$ cat src/rtl/scope_measure_pkg.sv
// Shared types, defaults and init-value helpers for the scope max/min measurement block.
// Optional averaging support in the other files is enabled with SCOPE_MEASURE_AVG_EN.
package scope_measure_pkg;

    localparam int DEF_DATA_W = 12;
    localparam int DEF_CH_NUM = 2;
    localparam int DEF_CNT_W  = 16;

    typedef enum logic {
        S_IDLE = 1'b0,
        S_ACQ  = 1'b1
    } state_t;

    // Most negative value of a w-bit two's complement number; running max starts here.
    function automatic logic signed [31:0] max_init(input int w);
        return -(32'sd1 <<< (w - 1));
    endfunction

    function automatic logic signed [31:0] min_init(input int w);
        return (32'sd1 <<< (w - 1)) - 32'sd1;
    endfunction

endpackage

$ cat src/rtl/scope_measure_lane.sv
// One channel: running max/min (and optional accumulator), staging copy, vpp and snapshot outputs.
// SCOPE_MEASURE_AVG_EN adds the per-channel sum accumulator and the o_sum output.
module scope_measure_lane
    import scope_measure_pkg::*;
#(
    parameter int DATA_W = DEF_DATA_W
`ifdef SCOPE_MEASURE_AVG_EN
    , parameter int CNT_W = DEF_CNT_W
`endif
) (
    input  logic                     i_clk,
    input  logic                     i_rst,
    input  logic                     i_restart,
    input  logic                     i_take,
    input  logic                     i_snap,
    input  logic                     i_pub,
    input  logic                     i_stg_empty,
    input  logic signed [DATA_W-1:0] i_sample,
    output logic [DATA_W-1:0]        o_max,
    output logic [DATA_W-1:0]        o_min,
    output logic [DATA_W:0]          o_vpp
`ifdef SCOPE_MEASURE_AVG_EN
    , input  logic                      i_acc_en
    , output logic [DATA_W+CNT_W-1:0]   o_sum
`endif
);

    localparam logic signed [DATA_W-1:0] MAX_INIT = DATA_W'(max_init(DATA_W));
    localparam logic signed [DATA_W-1:0] MIN_INIT = DATA_W'(min_init(DATA_W));

    logic signed [DATA_W-1:0] max_q, max_d;
    logic signed [DATA_W-1:0] min_q, min_d;
    logic signed [DATA_W-1:0] stg_max_q, stg_min_q;
    logic [DATA_W-1:0]        out_max_q, out_min_q;
    logic [DATA_W:0]          out_vpp_q;
    logic [DATA_W:0]          vpp_w;

    assign vpp_w = {stg_max_q[DATA_W-1], stg_max_q} - {stg_min_q[DATA_W-1], stg_min_q};

    // NOTE: every variable gets its hold value first so no path through this block infers a latch.
    always_comb begin
        max_d = max_q;
        min_d = min_q;
        if (i_restart) begin
            max_d = i_take ? i_sample : MAX_INIT;
            min_d = i_take ? i_sample : MIN_INIT;
        end else if (i_take) begin
            if (i_sample > max_q) max_d = i_sample;
            if (i_sample < min_q) min_d = i_sample;
        end
    end

    // NOTE: sequential state uses non-blocking assignments; the staging and snapshot registers are
    // reset as well because the snapshot outputs must read zero straight out of reset.
    always_ff @(posedge i_clk) begin
        if (i_rst) begin
            max_q     <= MAX_INIT;
            min_q     <= MIN_INIT;
            stg_max_q <= '0;
            stg_min_q <= '0;
            out_max_q <= '0;
            out_min_q <= '0;
            out_vpp_q <= '0;
        end else begin
            max_q <= max_d;
            min_q <= min_d;
            if (i_snap) begin
                stg_max_q <= max_q;
                stg_min_q <= min_q;
            end
            if (i_pub) begin
                out_max_q <= i_stg_empty ? '0 : stg_max_q;
                out_min_q <= i_stg_empty ? '0 : stg_min_q;
                out_vpp_q <= i_stg_empty ? '0 : vpp_w;
            end
        end
    end

    assign o_max = out_max_q;
    assign o_min = out_min_q;
    assign o_vpp = out_vpp_q;

`ifdef SCOPE_MEASURE_AVG_EN
    localparam int SUM_W = DATA_W + CNT_W;

    logic signed [SUM_W-1:0] sum_q, sum_d, stg_sum_q;
    logic [SUM_W-1:0]        out_sum_q;
    logic signed [SUM_W-1:0] sample_ext;

    assign sample_ext = {{CNT_W{i_sample[DATA_W-1]}}, i_sample};

    // Accumulation stops with the counter so sum/count stays a true mean.
    always_comb begin
        sum_d = sum_q;
        if (i_restart) begin
            sum_d = i_take ? sample_ext : '0;
        end else if (i_take && i_acc_en) begin
            sum_d = sum_q + sample_ext;
        end
    end

    always_ff @(posedge i_clk) begin
        if (i_rst) begin
            sum_q     <= '0;
            stg_sum_q <= '0;
            out_sum_q <= '0;
        end else begin
            sum_q <= sum_d;
            if (i_snap) stg_sum_q <= sum_q;
            if (i_pub)  out_sum_q <= i_stg_empty ? '0 : stg_sum_q;
        end
    end

    assign o_sum = out_sum_q;
`endif

endmodule

$ cat src/rtl/scope_measure_stats.sv
// Multi-channel trigger-windowed max/min/vpp/count measurement with a one-cycle valid strobe.
// Define SCOPE_MEASURE_AVG_EN to add the per-channel sum output o_measure_sum.
module scope_measure_stats
    import scope_measure_pkg::*;
#(
    parameter int DATA_W = DEF_DATA_W,
    parameter int CH_NUM = DEF_CH_NUM,
    parameter int CNT_W  = DEF_CNT_W
) (
    input  logic                         i_clk,
    input  logic                         i_rst,
    input  logic                         i_trigger,
    input  logic                         i_data_vld,
    input  logic [CH_NUM*DATA_W-1:0]     i_measure_data,
    output logic [CH_NUM*DATA_W-1:0]     o_measure_max,
    output logic [CH_NUM*DATA_W-1:0]     o_measure_min,
    output logic [CH_NUM*(DATA_W+1)-1:0] o_measure_vpp,
    output logic [CNT_W-1:0]             o_sample_cnt,
    output logic                         o_empty,
    output logic                         o_measure_vld
`ifdef SCOPE_MEASURE_AVG_EN
    , output logic [CH_NUM*(DATA_W+CNT_W)-1:0] o_measure_sum
`endif
);

    localparam logic [CNT_W-1:0] CNT_MAX = '1;

    state_t           state_q;
    logic [CNT_W-1:0] cnt_q, cnt_d;
    logic [CNT_W-1:0] stg_cnt_q, cnt_out_q;
    logic             pend_q, stg_empty_q, empty_q, vld_q;
    logic             snap, take, cnt_sat;

    assign cnt_sat = (cnt_q == CNT_MAX);
    assign snap    = i_trigger && (state_q == S_ACQ);
    // A sample arriving with the trigger opens the new window, so it is taken even from S_IDLE.
    assign take    = i_data_vld && ((state_q == S_ACQ) || i_trigger);

    always_comb begin
        cnt_d = cnt_q;
        if (i_trigger) begin
            cnt_d = take ? CNT_W'(1) : '0;
        end else if (take && !cnt_sat) begin
            cnt_d = cnt_q + CNT_W'(1);
        end
    end

    // Snapshot is staged at the trigger edge and published one edge later together with the strobe.
    always_ff @(posedge i_clk) begin
        if (i_rst) begin
            state_q     <= S_IDLE;
            cnt_q       <= '0;
            pend_q      <= 1'b0;
            stg_cnt_q   <= '0;
            stg_empty_q <= 1'b0;
            cnt_out_q   <= '0;
            empty_q     <= 1'b0;
            vld_q       <= 1'b0;
        end else begin
            case (state_q)
                S_IDLE:  if (i_trigger) state_q <= S_ACQ;
                S_ACQ:   state_q <= S_ACQ;
                default: state_q <= S_IDLE;
            endcase
            cnt_q  <= cnt_d;
            pend_q <= snap;
            if (snap) begin
                stg_cnt_q   <= cnt_q;
                stg_empty_q <= (cnt_q == '0);
            end
            vld_q <= pend_q;
            if (pend_q) begin
                cnt_out_q <= stg_cnt_q;
                empty_q   <= stg_empty_q;
            end
        end
    end

    assign o_sample_cnt  = cnt_out_q;
    assign o_empty       = empty_q;
    assign o_measure_vld = vld_q;

    for (genvar k = 0; k < CH_NUM; k++) begin : g_lane
        scope_measure_lane #(
            .DATA_W (DATA_W)
`ifdef SCOPE_MEASURE_AVG_EN
            , .CNT_W (CNT_W)
`endif
        ) u_lane (
            .i_clk       (i_clk),
            .i_rst       (i_rst),
            .i_restart   (i_trigger),
            .i_take      (take),
            .i_snap      (snap),
            .i_pub       (pend_q),
            .i_stg_empty (stg_empty_q),
            .i_sample    (i_measure_data[k*DATA_W +: DATA_W]),
            .o_max       (o_measure_max[k*DATA_W +: DATA_W]),
            .o_min       (o_measure_min[k*DATA_W +: DATA_W]),
            .o_vpp       (o_measure_vpp[k*(DATA_W+1) +: DATA_W+1])
`ifdef SCOPE_MEASURE_AVG_EN
            , .i_acc_en  (!cnt_sat)
            , .o_sum     (o_measure_sum[k*(DATA_W+CNT_W) +: DATA_W+CNT_W])
`endif
        );
    end

endmodule

$ cat config.mk
export PLATFORM = sky130hd
export DESIGN_NAME = scope_measure_stats
export DESIGN_NICKNAME = d
export VERILOG_FILES = /design/src/rtl/scope_measure_pkg.sv /design/src/rtl/scope_measure_lane.sv /design/src/rtl/scope_measure_stats.sv
export SDC_FILE = /design/constraint.sdc
export NUM_CORES = 1
export LEC_CHECK = 0
export BUFFER_PORTS_ARGS = -buffer_cell sky130_fd_sc_hd__buf_2
export CORE_MARGIN = 10
export CORE_UTILIZATION = 57
export DETAILED_ROUTE_END_ITERATION = 8
export PLACE_DENSITY = 0.76
export SLEW_MARGIN = 40
export SYNTH_ARGS = -nofsm -noshare
export SYNTH_HDL_FRONTEND = slang
export SYNTH_SLANG_ARGS = --single-unit
$ cat constraint.sdc
create_clock -name i_clk -period 3.6 [get_ports i_clk]
set_input_delay 0.18 -clock i_clk [delete_from_list [all_inputs] [get_ports i_clk]]
set_output_delay 0.18 -clock i_clk [all_outputs]
set_load 0.01 [all_outputs]
**Word level (Yosys, flattened, before mapping)**

Index checks and enable logic that the tools add are counted.

- Register bits after elaboration: 223
- Latch bits: 0
- Bits in writable memories: 0
- Memory bits (read-only): 0
- Output and inout port bits: 92
- Word-level logic and storage cells: 74
- Memories: 0

- Add/sub/neg operators: 3
- Multipliers: 0
- Div/mod/pow operators: 0
- Order comparisons: 4
- Equal/unequal tests: 1
- Shifts and indexed selects: 0
- Muxes and demuxes: 27
- Bitwise gates (word level): 1
- Reductions and logical operators: 16

Operators by type and width:

| operator | count |
|---|---|
| $mux W12 | 20 |
| $mux W16 | 2 |
| $mux W13 | 2 |
| $sub A12 B12 Y13 | 2 |
| $gt A12 B12 Y1 | 2 |
| $lt A12 B12 Y1 | 2 |
| $add A16 B1 Y16 const B | 1 |
| $eq A16 B16 Y1 const B | 1 |
| $logic_not A16 Y1 | 1 |
| $reduce_bool A2 Y1 | 6 |
| $reduce_and A2 Y1 | 4 |
| $logic_and A1 B1 Y1 | 3 |
| $mux W1 | 2 |
| $pmux W1 S2 | 1 |
| $logic_not A1 Y1 | 1 |
| $logic_or A1 B1 Y1 | 1 |
| $not A1 Y1 | 1 |

**Depth between registers and ports, before layout**

Gate-level depths: netlist (run 1).

- Depth in word-level cells: 5
- Mapped depth: 11

**Modules after synthesis**

Synthesis (run 1) repeated with hierarchy kept, for this count alone.

- Cells, all modules: 1158
- Area total of the unflattened synthesis: 10328.7 um^2

By module, submodules not included:

| module | instances | cells an instance | area an instance (um^2) | sequential area each (um^2) |
|---|---|---|---|---|
| scope_measure_lane | 2 | 455 | 4085.2 | 1701.6 |
| scope_measure_stats | 1 | 248 | 2158.3 | 1061.0 |

**Least setup slack after synthesis (run 1)**

No wires, ideal clock.

- Path kind: flip-flop to flip-flop
- Start: register g_lane[0].u_lane.stg_max_q[0]
- End: register g_lane[0].u_lane.out_vpp_q[10]
- Setup time: 0.117 ns
- Arrival: 2.106 ns
- Data required time: 3.483 ns
- Path slack: 1.377 ns
- Cell stages (with the launch flop): 12
- Path buffers: 0
- Clock period less this slack: 2.223 ns
- Cells stage by stage: dfxtp_1 inv_1 ha_1 inv_1 fa_1 a211oi_1 nor2_1 o31ai_4 nor2_1 a211oi_2 xnor2_1 a22o_1

- Cells in the longest elaborated chain, start to end: 2

Ends and longest elaborated chain:

| item | line | source |
|---|---|---|
| from (decl) | scope_measure_lane.sv:33 | `logic signed [DATA_W-1:0] stg_max_q, stg_min_q;` |
| from (signal assigned) | scope_measure_lane.sv:68 | `stg_max_q <= max_q;` |
| $sub A12 B12 Y13 | scope_measure_lane.sv:38 | `assign vpp_w = {stg_max_q[DATA_W-1], stg_max_q} - {stg_min_q[DATA_W-1], stg_min_q};` |
| $mux W13 | scope_measure_lane.sv:74 | `out_vpp_q <= i_stg_empty ? '0 : vpp_w;` |
| to (signal assigned) | scope_measure_lane.sv:74 |  |
| to (decl) | scope_measure_lane.sv:35 | `logic [DATA_W:0] out_vpp_q;` |

No other way between the ends.
A chain may end at the register's enable or synchronous reset.

**Worst setup path in the final report (run 1)**

- Start: register g_lane[1].u_lane.max_q[7]
- End: register g_lane[1].u_lane.max_q[4]

- Cells in the longest elaborated chain, start to end: 3

Ends and longest elaborated chain:

| item | line | source |
|---|---|---|
| from (decl) | scope_measure_lane.sv:31 | `logic signed [DATA_W-1:0] max_q, max_d;` |
| from (signal assigned) | scope_measure_lane.sv:65 | `max_q <= max_d;` |
| $gt A12 B12 Y1 | scope_measure_lane.sv:48 | `if (i_sample > max_q) max_d = i_sample;` |
| $reduce_bool A2 Y1 (no line) | n/a |  |
| $reduce_and A2 Y1 (no line) | n/a |  |

No other way between the ends.

==> reports/results.ini, run 1 <==
[critical_path]
critical_path_peak_fanout=12
critical-path-slowest-cell=sky130_fd_sc_hd__a31oi_4
required_ns=3.98
critPathKind=reg2reg
timing.critical_path.slowest_cell_delay_ns=0.54
timing.critical_path.to_type=register
worst_setup_path_start_kind=register
setup.reg_to_reg.worst_slack_ns=1.17
path_cells=inv_1 -> ha_1 -> a21oi_1 -> o21ai_0 -> or3_4 -> a31oi_4 -> mux2i_1 -> nor2_1
cp.arrival_ns=2.81

[timing]
post-route-min-period_ns=2.429
max_slew.worst_pin.slew_ns=0.8352
relSlewSlack_pct=44.24
finalClockSkew_ns=0.01018
maxSlewViolCount=0
timing.final.setup_violations=0
timing.setup.tns_ns=0
max_freq_mhz=411.6
hold_viol=0
final_min_period_over_clock_period_pct=67.48
rsz0062_at_grt=false
hold-worst-slack_ns=0.1649

[cts]
cts.sink_count=223
clock_root_buffer=sky130_fd_sc_hd__clkbuf_16
clock_latency_ns=0.51
cts_hold_repair.buffers=24
cts_h_tree_depth=1
cts_buffers=23
post_cts_buffers=0
ctsResizeCount=0
cts_tree=yes
cts_max_path_buffers=3
clkTransAtPathRegs_ns=0.06

[power]
report.power.total_mw=5.850
vdd_ir_drop_max_mv=0.3507
power.density_cell_area_nw_per_um2=488.7
static-leakage-power_nw=5.156

[global_routing]
grt_max_degree=96
grt_antenna_before_repair=0
first_global_vias=8241
gr-total-overflow=0
globalRouteTotalUtil_pct=20.29
grt_first_pass_wirelength_mm=41.39

[die]
floorplan.die.width_um=153.6
die_height_um=153.6
io_pins=120
core_region_area_um2=17420
std_cell_rows=48
die_area_um2=23580
floorplan.initialDensity_pct=58.38

[placement]
dp_hpwl_mm=17.34
io_buffers=119
globalplace.congestion=0.8910

[layout]
post_route_cells_drive_above_1_share_pct=14.86
nets=1404
diodes=0
area_growth_syn_to_layout_pct=17.72

[synthesis]
synthesis.nets=1291
yosysTopAreaCell=sky130_fd_sc_hd__dfxtp_1
leading_cell_types_by_total_area_after_synthesis=sky130_fd_sc_hd__dfxtp_1, sky130_fd_sc_hd__ha_1, sky130_fd_sc_hd__nand2_1
synth_seq_area_share_pct=43.90
ys.warnings.count=0
postSynthCellCount=1189
synthesized_flop_and_latch_total=223
synth_top_flop_cell=sky130_fd_sc_hd__dfxtp_1
synth_async_sr_flop_share_pct=0
synthDominantCellAreaShare_pct=43.90
ys_types=60
synth_edf_count=0
syn-cell-area_um2=10170
postSynthAreaPerCell_um2=8.552

[routing]
route.met2.wl_mm=11.22
route.detailed.wl_per_inst_um=16.04
totalWireLength_mm=24.77
detailroute.wirelength.met3_mm=1.501
vias=8622
remaining_drc_errors=0
drt_pre_antenna_iters=5
drt_iter0_markers=471
wl_met1_mm=11.49
drt-vias-per-instance=5.584
maxUsedRoutingLayer=met4
postRouteAntennaNets=0

[flow_run]
timing.max_cap.violations=0

[hold_path]
timing.hold.worst.class=in2reg

[outcome]
outcome=completed

-- cells in the final DEF, fill, tap and decap left out, types with 14 or more instances in the layout --
cell	netlist	layout
sky130_fd_sc_hd__dfxtp_1	223	223
sky130_fd_sc_hd__nand2_1	192	191
sky130_fd_sc_hd__buf_2	7	118
sky130_fd_sc_hd__nor2_1	118	116
sky130_fd_sc_hd__a21oi_1	110	109
sky130_fd_sc_hd__inv_1	87	87
sky130_fd_sc_hd__ha_1	72	72
sky130_fd_sc_hd__mux2i_1	42	42
sky130_fd_sc_hd__a22oi_1	40	40
sky130_fd_sc_hd__dlygate4sd3_1	0	24
sky130_fd_sc_hd__nor3_1	23	23
sky130_fd_sc_hd__clkbuf_16	0	23
sky130_fd_sc_hd__nand4_1	16	16
sky130_fd_sc_hd__a31oi_1	16	16
sky130_fd_sc_hd__nand3_1	15	15
sky130_fd_sc_hd__xor2_1	14	14
-- worst paths after layout --
check | from | to | depth (start not counted)
worst min register to register | g_lane[1].u_lane.min_q[5]$_SDFFE_PP1P_ | g_lane[1].u_lane.stg_min_q[5]$_SDFFE_PP0P_ | 2
worst max-delay path | g_lane[1].u_lane.max_q[7]$_SDFFE_PP0P_ | g_lane[1].u_lane.max_q[4]$_SDFFE_PP0P_ | 8
worst max register to register | g_lane[1].u_lane.max_q[7]$_SDFFE_PP0P_ | g_lane[1].u_lane.max_q[4]$_SDFFE_PP0P_ | 8
worst min-delay path | i_rst | o_sample_cnt[13]$_SDFFE_PP0P_ | 2
-- synth_stat cells, types with 15 or more instances --
library cell / n
sky130_fd_sc_hd__dfxtp_1: 223
sky130_fd_sc_hd__nand2_1: 192
sky130_fd_sc_hd__nor2_1: 118
sky130_fd_sc_hd__a21oi_1: 110
sky130_fd_sc_hd__inv_1: 87
sky130_fd_sc_hd__ha_1: 72
sky130_fd_sc_hd__clkbuf_1: 42
sky130_fd_sc_hd__mux2i_1: 42
sky130_fd_sc_hd__a22oi_1: 40
sky130_fd_sc_hd__nor3_1: 23
sky130_fd_sc_hd__a31oi_1: 16
sky130_fd_sc_hd__nand4_1: 16
sky130_fd_sc_hd__nand3_1: 15
-- sequential cells by signal, summed over array words and instances, names as in the netlist, 16 cells and up --
signal	cells
g_lane.u_lane.stg_max_q	24
g_lane.u_lane.o_max	24
o_sample_cnt	16
g_lane.u_lane.stg_min_q	24
stg_cnt_q	16
g_lane.u_lane.o_vpp	26
g_lane.u_lane.o_min	24
cnt_q	16
g_lane.u_lane.min_q	24
g_lane.u_lane.max_q	24
-- routing by layer --
metal  GRT usage, %  vias up
met5              0        -
met4          5.803        0
met1          27.71     4013
li1               -     4301
met3          3.487       43
met2          32.23      265
-- layout make-up --
type / instances / area, um2
fill: 1430 / 5446
clock buffer: 29 / 638.1
sequential: 223 / 4464
multi-input combinational: 813 / 5142
clock inverter: 13 / 177.7
tap: 225 / 281.5
inverter: 88 / 330.3
timing repair buffer: 153 / 935.9
-- power by group --
group / internal (mW) / switching [mW]
Combinational: 0.298 / 0.425
Clock: 1.55 / 0.970
Sequential: 2.55 / 0.0627
Total: 4.39 / 1.46
-- worst max-delay path, delay by kind of cell, from the launching register on --
family / cells / cell delay (ns)
compound gates: 3 / 0.86
fa+ha+maj: 1 / 0.31
buf+inv: 1 / 0.06
flops: 1 / 0.37
mux: 1 / 0.28
simple gates: 2 / 0.41
-- stage by stage --
step / instance area (um2) / util (%) / std cells / worst slack, ns
floorplan: 10170 / - / 1189 / 1.377
global placement: 10850 / 62.30 / 1475 / 1.206
detailed placement: 10900 / 62.59 / 1477 / 1.114
CTS: 11960 / 68.65 / 1543 / 1.088
global route: 11970 / 68.73 / 1544 / 1.039
finish: 11970 / 68.73 / 1544 / 1.171
-- cell families (layout without fill, tap and decap cells) --
| logic type | count (synthesis) | count (layout) | synth area share [%] |
|---|---|---|---|
| compound gates | 255 | 255 | 16.46 |
| xor+xnor | 27 | 27 | 2.326 |
| fa+ha+maj | 74 | 74 | 9.253 |
| buf+inv | 153 | 283 | 5.881 |
| flops | 223 | 223 | 43.90 |
| mux | 42 | 42 | 4.134 |
| simple gates | 415 | 415 | 18.04 |
(Power assumes the default switching activity.)
==> inputs of run 2 (changes only) <==
==> constraint.sdc (replaced) <==
create_clock -name i_clk -period 2.4 [get_ports i_clk]
set_input_delay 0.12 -clock i_clk [delete_from_list [all_inputs] [get_ports i_clk]]
set_output_delay 0.12 -clock i_clk [all_outputs]
set_load 0.01 [all_outputs]
==> reports/results.ini, run 2 (synthesis results as in run 1) <==
[outcome]
outcome=completed

[die]
core_region_area_um2=17420  ; unchanged
floorplan.die.width_um=153.6  ; unchanged
die_area_um2=23580  ; unchanged
std_cell_rows=48  ; unchanged
floorplan.initialDensity_pct=58.38  ; unchanged
die_height_um=153.6  ; unchanged
io_pins=120  ; unchanged

[timing]
maxSlewViolCount=0  ; unchanged
hold_viol=0  ; unchanged
rsz0062_at_grt=false
max_slew.worst_pin.slew_ns=0.8018  ; -0.03338 ns
relSlewSlack_pct=46.47  ; +2.2 points
final_min_period_over_clock_period_pct=94.00  ; +27 points
post-route-min-period_ns=2.256  ; -0.1733 ns
max_freq_mhz=443.3  ; +7.7%
hold-worst-slack_ns=0.02391  ; -0.1410 ns
timing.final.setup_violations=0  ; unchanged
timing.setup.tns_ns=0  ; unchanged
finalClockSkew_ns=0.01803  ; +0.007841 ns

[critical_path]
timing.critical_path.slowest_cell_delay_ns=0.36  ; -0.18 ns
crit-reg2reg-capture=g_lane[0].u_lane.max_q[9]$_SDFFE_PP0P_
critPathKind=reg2reg
required_ns=2.85  ; -1.13 ns
ff_to_ff_path_depth=9  ; +1
worst_setup_path_start_kind=register
path_cells=inv_1 -> ha_1 -> nand4_1 -> a211oi_1 -> nor3_2 -> mux2i_1 -> o31ai_4 -> buf_4 -> mux2i_1
setup.reg_to_reg.worst_slack_ns=0.14  ; -1.03 ns
critical-path-slowest-cell=sky130_fd_sc_hd__dfxtp_1
family_with_the_most_delay_on_the_worst_path=compound AO/OA/AOI/OAI gates
critical_path_peak_fanout=6  ; -6
cp_num_buf_inv=2  ; +1
critPathMostFrequentCell=sky130_fd_sc_hd__mux2i_1
cp.arrival_ns=2.70  ; -0.11 ns
rr_startpoint=g_lane[0].u_lane.max_q[11]$_SDFFE_PP1P_
timing.critical_path.to_type=register

[power]
static-leakage-power_nw=5.204  ; +0.92%
vdd_ir_drop_max_mv=0.7609  ; +120%
power.density_cell_area_nw_per_um2=714.5  ; +46%

[cts]
cts_buffers=24  ; +4.3%
post_cts_buffers=0  ; unchanged
clkTransAtPathRegs_ns=0.06  ; about the same
cts.sink_count=223  ; unchanged
cts_max_path_buffers=3  ; unchanged
clock_root_buffer=sky130_fd_sc_hd__clkbuf_16
cts_h_tree_depth=1  ; unchanged
cts_tree=yes
clock_latency_ns=0.52  ; about the same

[layout]
final_cell_area_um2=12030  ; +0.53%
total_area_of_multi_input_combinational_cells_um2=5131  ; -0.22%
post_route_cells_drive_above_1_share_pct=15.54  ; +0.68 points
largest_register_ff_count=26  ; unchanged
layout_commonest_cell=sky130_fd_sc_hd__dfxtp_1
area_growth_syn_to_layout_pct=18.35
regArea_um2=4466  ; about the same
number_of_fill_cells_in_the_layout=1390  ; -2.8%
final_cell_mix=sky130_fd_sc_hd__dfxtp_1, sky130_fd_sc_hd__nand2_1, sky130_fd_sc_hd__buf_2, sky130_fd_sc_hd__nor2_1, sky130_fd_sc_hd__a21oi_1
nets=1417  ; +0.93%

[hold_path]
worstHoldStart=i_rst
timing.hold.worst.class=in2reg
worst_hold_path.endpoint=g_lane[0].u_lane.o_vpp[4]$_SDFFE_PP0P_
number_of_stages_on_the_worst_hold_path=2  ; unchanged

[routing]
totalWireLength_mm=24.81  ; +0.15%
drt_iter0_markers=554  ; +18%
remaining_drc_errors=0  ; unchanged
postRouteAntennaNets=0  ; unchanged
drt_pre_antenna_iters=5  ; unchanged
drt-vias-per-instance=5.496  ; -1.6%
route.detailed.wl_per_inst_um=15.91  ; -0.81%
vias=8568  ; -0.63%

[global_routing]
gr-total-overflow=0  ; unchanged
grt_antenna_before_repair=1  ; +1
grt_max_degree=55  ; -43%
grt_first_pass_wirelength_mm=41.02  ; -0.88%
globalRouteTotalUtil_pct=19.99  ; -0.30 points
first_global_vias=8124  ; -1.4%

[flow_run]
timing.max_cap.violations=0  ; unchanged

[placement]
placedInstanceArea_um2=11000  ; +0.94%
globalplace.congestion=0.8684  ; -2.5%
dp_hpwl_mm=17.79  ; +2.6%
io_buffers=119  ; unchanged

-- run 2: stage by stage --
step	setup slack [ns]	total power, mW	instances	utilization (%)
floorplan	0.1768	4.759	1189	-
global placement	0.1160	5.030	1490	63.16
detailed placement	0.07051	5.058	1490	63.18
CTS	0.05405	8.661	1557	69.03
global route	0.01271	8.944	1558	69.08
finish	0.1440	8.598	1559	69.09
-- run 2: final cells by class --
| class | count | area share [%] |
|---|---|---|
| diodes | 2 | 0.04159 |
| clock buffers | 33 | 5.687 |
| clock inverters | 10 | 0.7902 |
| inverters | 88 | 2.745 |
| multi-input cells | 813 | 42.64 |
| flip-flops and latches | 223 | 37.11 |
| well taps | 225 | 2.339 |
| repair buffers | 165 | 8.650 |
-- run 2: per-layer routing --
layer | GRT usage (%) | part of all wire, %
met5 | 0 | 0
met4 | 4.588 | 2.1
met3 | 3.849 | 5.9
met2 | 32.04 | 45
met1 | 27.22 | 47
-- run 2: power by group --
group / switching (mW) / total [mW] / leakage, nW / internal, mW
Sequential: 0.0952 / 3.92 / 1.81 / 3.82
Combinational: 0.640 / 1.10 / 3.01 / 0.464
Clock: 1.47 / 3.58 / 0.382 / 2.11
Total: 2.20 / 8.60 / 5.20 / 6.39
-- run 2: worst max path at each step --
stage                                          startpoint                                      end  slack [ns]  cells after the start
2_1_floorplan  g_lane[0].u_lane.stg_max_q[0]$_SDFFE_PP0P_  g_lane[0].u_lane.o_vpp[10]$_SDFFE_PP0P_        0.18                     11
3_3_place_gp   g_lane[0].u_lane.stg_max_q[0]$_SDFFE_PP0P_  g_lane[0].u_lane.o_vpp[10]$_SDFFE_PP0P_        0.12                     11
3_5_place_dp   g_lane[0].u_lane.stg_max_q[0]$_SDFFE_PP0P_  g_lane[0].u_lane.o_vpp[10]$_SDFFE_PP0P_        0.07                     11
4_1_cts        g_lane[0].u_lane.stg_min_q[0]$_SDFFE_PP0P_  g_lane[0].u_lane.o_vpp[10]$_SDFFE_PP0P_        0.05                     10
5_1_grt            g_lane[1].u_lane.max_q[9]$_SDFFE_PP0P_  g_lane[1].u_lane.max_q[11]$_SDFFE_PP1P_        0.01                      9
6_report          g_lane[0].u_lane.max_q[11]$_SDFFE_PP1P_   g_lane[0].u_lane.max_q[9]$_SDFFE_PP0P_        0.14                      9
-- run 2: worst reg2reg max path: cells and delay by family, from the launching register on --
family                   cells  cell delay [ns]
AND/OR/NAND/NOR              2             0.27
buffers and inverters        2             0.29
adder cells (fa/ha/maj)      1             0.33
flip-flops                   1             0.36
AO/OA/AOI/OAI                2             0.60
multiplexers                 2             0.35
-- run 2: timing repair --
| item | 4_1_cts | 5_1_grt |
|---|---|---|
| hold endpoints to repair | 48 | 0 |
| gates resized for setup | 0 | 2 |
| hold buffers | 24 | 0 |
| endpoints found under the setup margin | 0 | 2 |
==> inputs of run 3 (changes only) <==
--- a/config.mk
+++ b/config.mk
@@ -7,10 +7,10 @@
 export LEC_CHECK = 0
 export BUFFER_PORTS_ARGS = -buffer_cell sky130_fd_sc_hd__buf_2
 export CORE_MARGIN = 10
-export CORE_UTILIZATION = 57
+export CORE_UTILIZATION = 25
 export DETAILED_ROUTE_END_ITERATION = 8
-export PLACE_DENSITY = 0.76
-export SLEW_MARGIN = 40
+export PLACE_DENSITY = 0.39
+export SLEW_MARGIN = 25
 export SYNTH_ARGS = -nofsm -noshare
 export SYNTH_HDL_FRONTEND = slang
 export SYNTH_SLANG_ARGS = --single-unit
==> reports/results.ini, run 3 (synthesis results as in run 1) <==
[timing]
timing.final.setup_violations=0  ; unchanged
hold_viol=0  ; unchanged
finalClockSkew_ns=0.02066  ; +0.002635 ns
post-route-min-period_ns=2.248  ; -0.007856 ns
timing.setup.tns_ns=0  ; unchanged
max_freq_mhz=444.8  ; +0.35%
maxSlewViolCount=0  ; unchanged
relSlewSlack_pct=42.81  ; -3.7 points
hold-worst-slack_ns=0.06785  ; +0.04394 ns
final_min_period_over_clock_period_pct=93.67  ; -0.33 points
max_slew.worst_pin.slew_ns=0.8578  ; +0.05599 ns

[layout]
layout_commonest_cell=sky130_fd_sc_hd__dfxtp_1
nets=1437  ; +1.4%
number_of_fill_cells_in_the_layout=4319  ; +210%
area_growth_syn_to_layout_pct=24.25
finish.cell_count_without_fillers=1879  ; +21%
diodes=0  ; -2
final_cell_area_um2=12630  ; +5.0%
post_route_cells_drive_above_1_share_pct=16.99  ; +1.4 points
final_cell_mix=sky130_fd_sc_hd__dfxtp_1, sky130_fd_sc_hd__nand2_1, sky130_fd_sc_hd__buf_2, sky130_fd_sc_hd__nor2_1, sky130_fd_sc_hd__a21oi_1
regArea_um2=4464  ; about the same
largest_register_ff_count=26  ; unchanged
total_area_of_multi_input_combinational_cells_um2=5152  ; +0.41%

[power]
report.power.total_mw=9.028  ; +5.0%
power.density_cell_area_nw_per_um2=714.5  ; about the same
static-leakage-power_nw=5.335  ; +2.5%
comb_power_share_pct=13.0  ; +0.2 points
seqPwrFrac_pct=43.4  ; -2.2 points
switching_share_pct=26.46  ; +0.83 points
internal-power_mw=6.639  ; +3.8%
vdd_ir_drop_max_mv=0.4905  ; -36%
share_clk_of_total_power_pct=43.6  ; +2.0 points
power.switching_mw=2.389  ; +8.4%

[placement]
placedInstanceArea_um2=11480  ; +4.4%
globalplace.congestion=0.7740  ; -11%
dp_hpwl_mm=23.60  ; +33%
placedCellCount=1804  ; +21%
io_buffers=119  ; unchanged

[die]
die_height_um=221.7  ; +44%
floorplan.initialDensity_pct=25.42  ; -33 points
floorplan.die.width_um=221.7  ; +44%
std_cell_rows=73  ; +52%
core_region_area_um2=40010  ; +130%
io_pins=120  ; unchanged
die_area_um2=49140  ; +110%

[routing]
drt_iter0_markers=421  ; -24%
route.detailed.wl_per_inst_um=16.64  ; +4.6%
vias=8492  ; -0.89%
totalWireLength_mm=31.27  ; +26%
remaining_drc_errors=0  ; unchanged
drt-vias-per-instance=4.519  ; -18%
drt_pre_antenna_iters=4  ; -1
postRouteAntennaNets=0  ; unchanged

[cts]
cts_h_tree_depth=1  ; unchanged
cts_buffers=27  ; +13%
clock_root_buffer=sky130_fd_sc_hd__clkbuf_16
clkTransAtPathRegs_ns=0.06  ; about the same
cts.sink_count=223  ; unchanged
cts_tree=yes
cts_max_path_buffers=3  ; unchanged
clock_latency_ns=0.55  ; +0.03 ns

[critical_path]
critical-path-slowest-cell=sky130_fd_sc_hd__dfxtp_1
cp.arrival_ns=2.71  ; about the same
critical_path_peak_fanout=4  ; -2
required_ns=2.86  ; about the same
worst_setup_path_start_kind=register
timing.critical_path.to_type=register
cp_num_buf_inv=2  ; unchanged
timing.critical_path.slowest_cell_delay_ns=0.37  ; about the same
path_cells=inv_1 -> ha_1 -> nor2b_1 -> o211ai_2 -> a211oi_2 -> nor3_2 -> mux2i_1 -> o31ai_4 -> buf_4 -> mux2i_1
family_with_the_most_delay_on_the_worst_path=compound AO/OA/AOI/OAI gates
critPathMostFrequentCell=sky130_fd_sc_hd__mux2i_1
critPathKind=reg2reg

[global_routing]
globalRouteTotalUtil_pct=12.30  ; -7.7 points
grt_max_degree=78  ; +42%
first_global_vias=8201  ; +0.95%
gr-total-overflow=0  ; unchanged
grt_first_pass_wirelength_mm=49.23  ; +20%
grt_antenna_before_repair=2  ; +1

[hold_path]
timing.hold.worst.class=in2reg

[flow_run]
timing.max_cap.violations=0  ; unchanged

[outcome]
outcome=completed

==> run 3: routing by layer <==
metal / global-route usage, % / share of wire (%) / up-vias
li1: - / - / 4375
met1: 19.27 / 56 / 3922
met2: 16.55 / 38 / 157
met3: 2.201 / 4.3 / 34
met4: 2.930 / 1.5 / 4
met5: 0 / 0.070 / -
==> run 3: timing repair <==
action                                  in CTS  in global routing
hold buffers                                25                  0
endpoints found under the hold margin       49                  0
endpoints found under the setup margin       0                 12
buffers inserted                             0                  2
resized for setup                            0                  7
==> run 3: power by group through the flow <==
| stage | Combinational (mW) | Sequential (mW) | Clock [mW] |
|---|---|---|---|
| after floorplan | 0.787 | 3.97 | 0 |
| after global placement | 1.14 | 4.00 | 0 |
| after detailed placement | 1.14 | 4.00 | 0 |
| after CTS | 1.18 | 3.92 | 4.07 |
| after global routing | 1.33 | 3.94 | 4.23 |
| final | 1.17 | 3.92 | 3.93 |
==> run 3: path summary, 6_finish.rpt <==
| path | endpoint | slack, ns | cells after the start | from |
|---|---|---|---|---|
| worst min register to register | stg_cnt_q[3]$_SDFFE_PP0P_ | 0.46 | 2 | stg_cnt_q[3]$_SDFFE_PP0P_ |
| worst min-delay path | state_q$_SDFF_PP0_ | 0.07 | 3 | i_trigger |
| worst max register to register | g_lane[0].u_lane.max_q[5]$_SDFFE_PP0P_ | 0.15 | 10 | g_lane[0].u_lane.max_q[1]$_SDFFE_PP0P_ |
| worst max-delay path | g_lane[0].u_lane.max_q[5]$_SDFFE_PP0P_ | 0.15 | 10 | g_lane[0].u_lane.max_q[1]$_SDFFE_PP0P_ |
==> run 3: cell type report <==
class                      count  share of cell area [%]
inverter                      88                   2.614
tap                          525                   5.199
timing repair buffer         182                   9.299
clock inverter                10                  0.7031
sequential                   223                   35.33
multi-input combinational    813                   40.78
clock buffer                  38                   6.071
==> run 3: metrics by stage <==
stage / utilization, % / setup slack (ns)
floorplan: - / 0.1768
global placement: 28.70 / 0.09085
detailed placement: 28.70 / 0.04829
CTS: 31.47 / 0.03701
global route: 31.58 / -0.03273
finish: 31.58 / 0.1519
==> run 3: worst min-delay path: stages <==
cell and delay, ns:
sky130_fd_sc_hd__buf_2 0.22, sky130_fd_sc_hd__nor2_1 0.17, sky130_fd_sc_hd__nor2_1 0.05
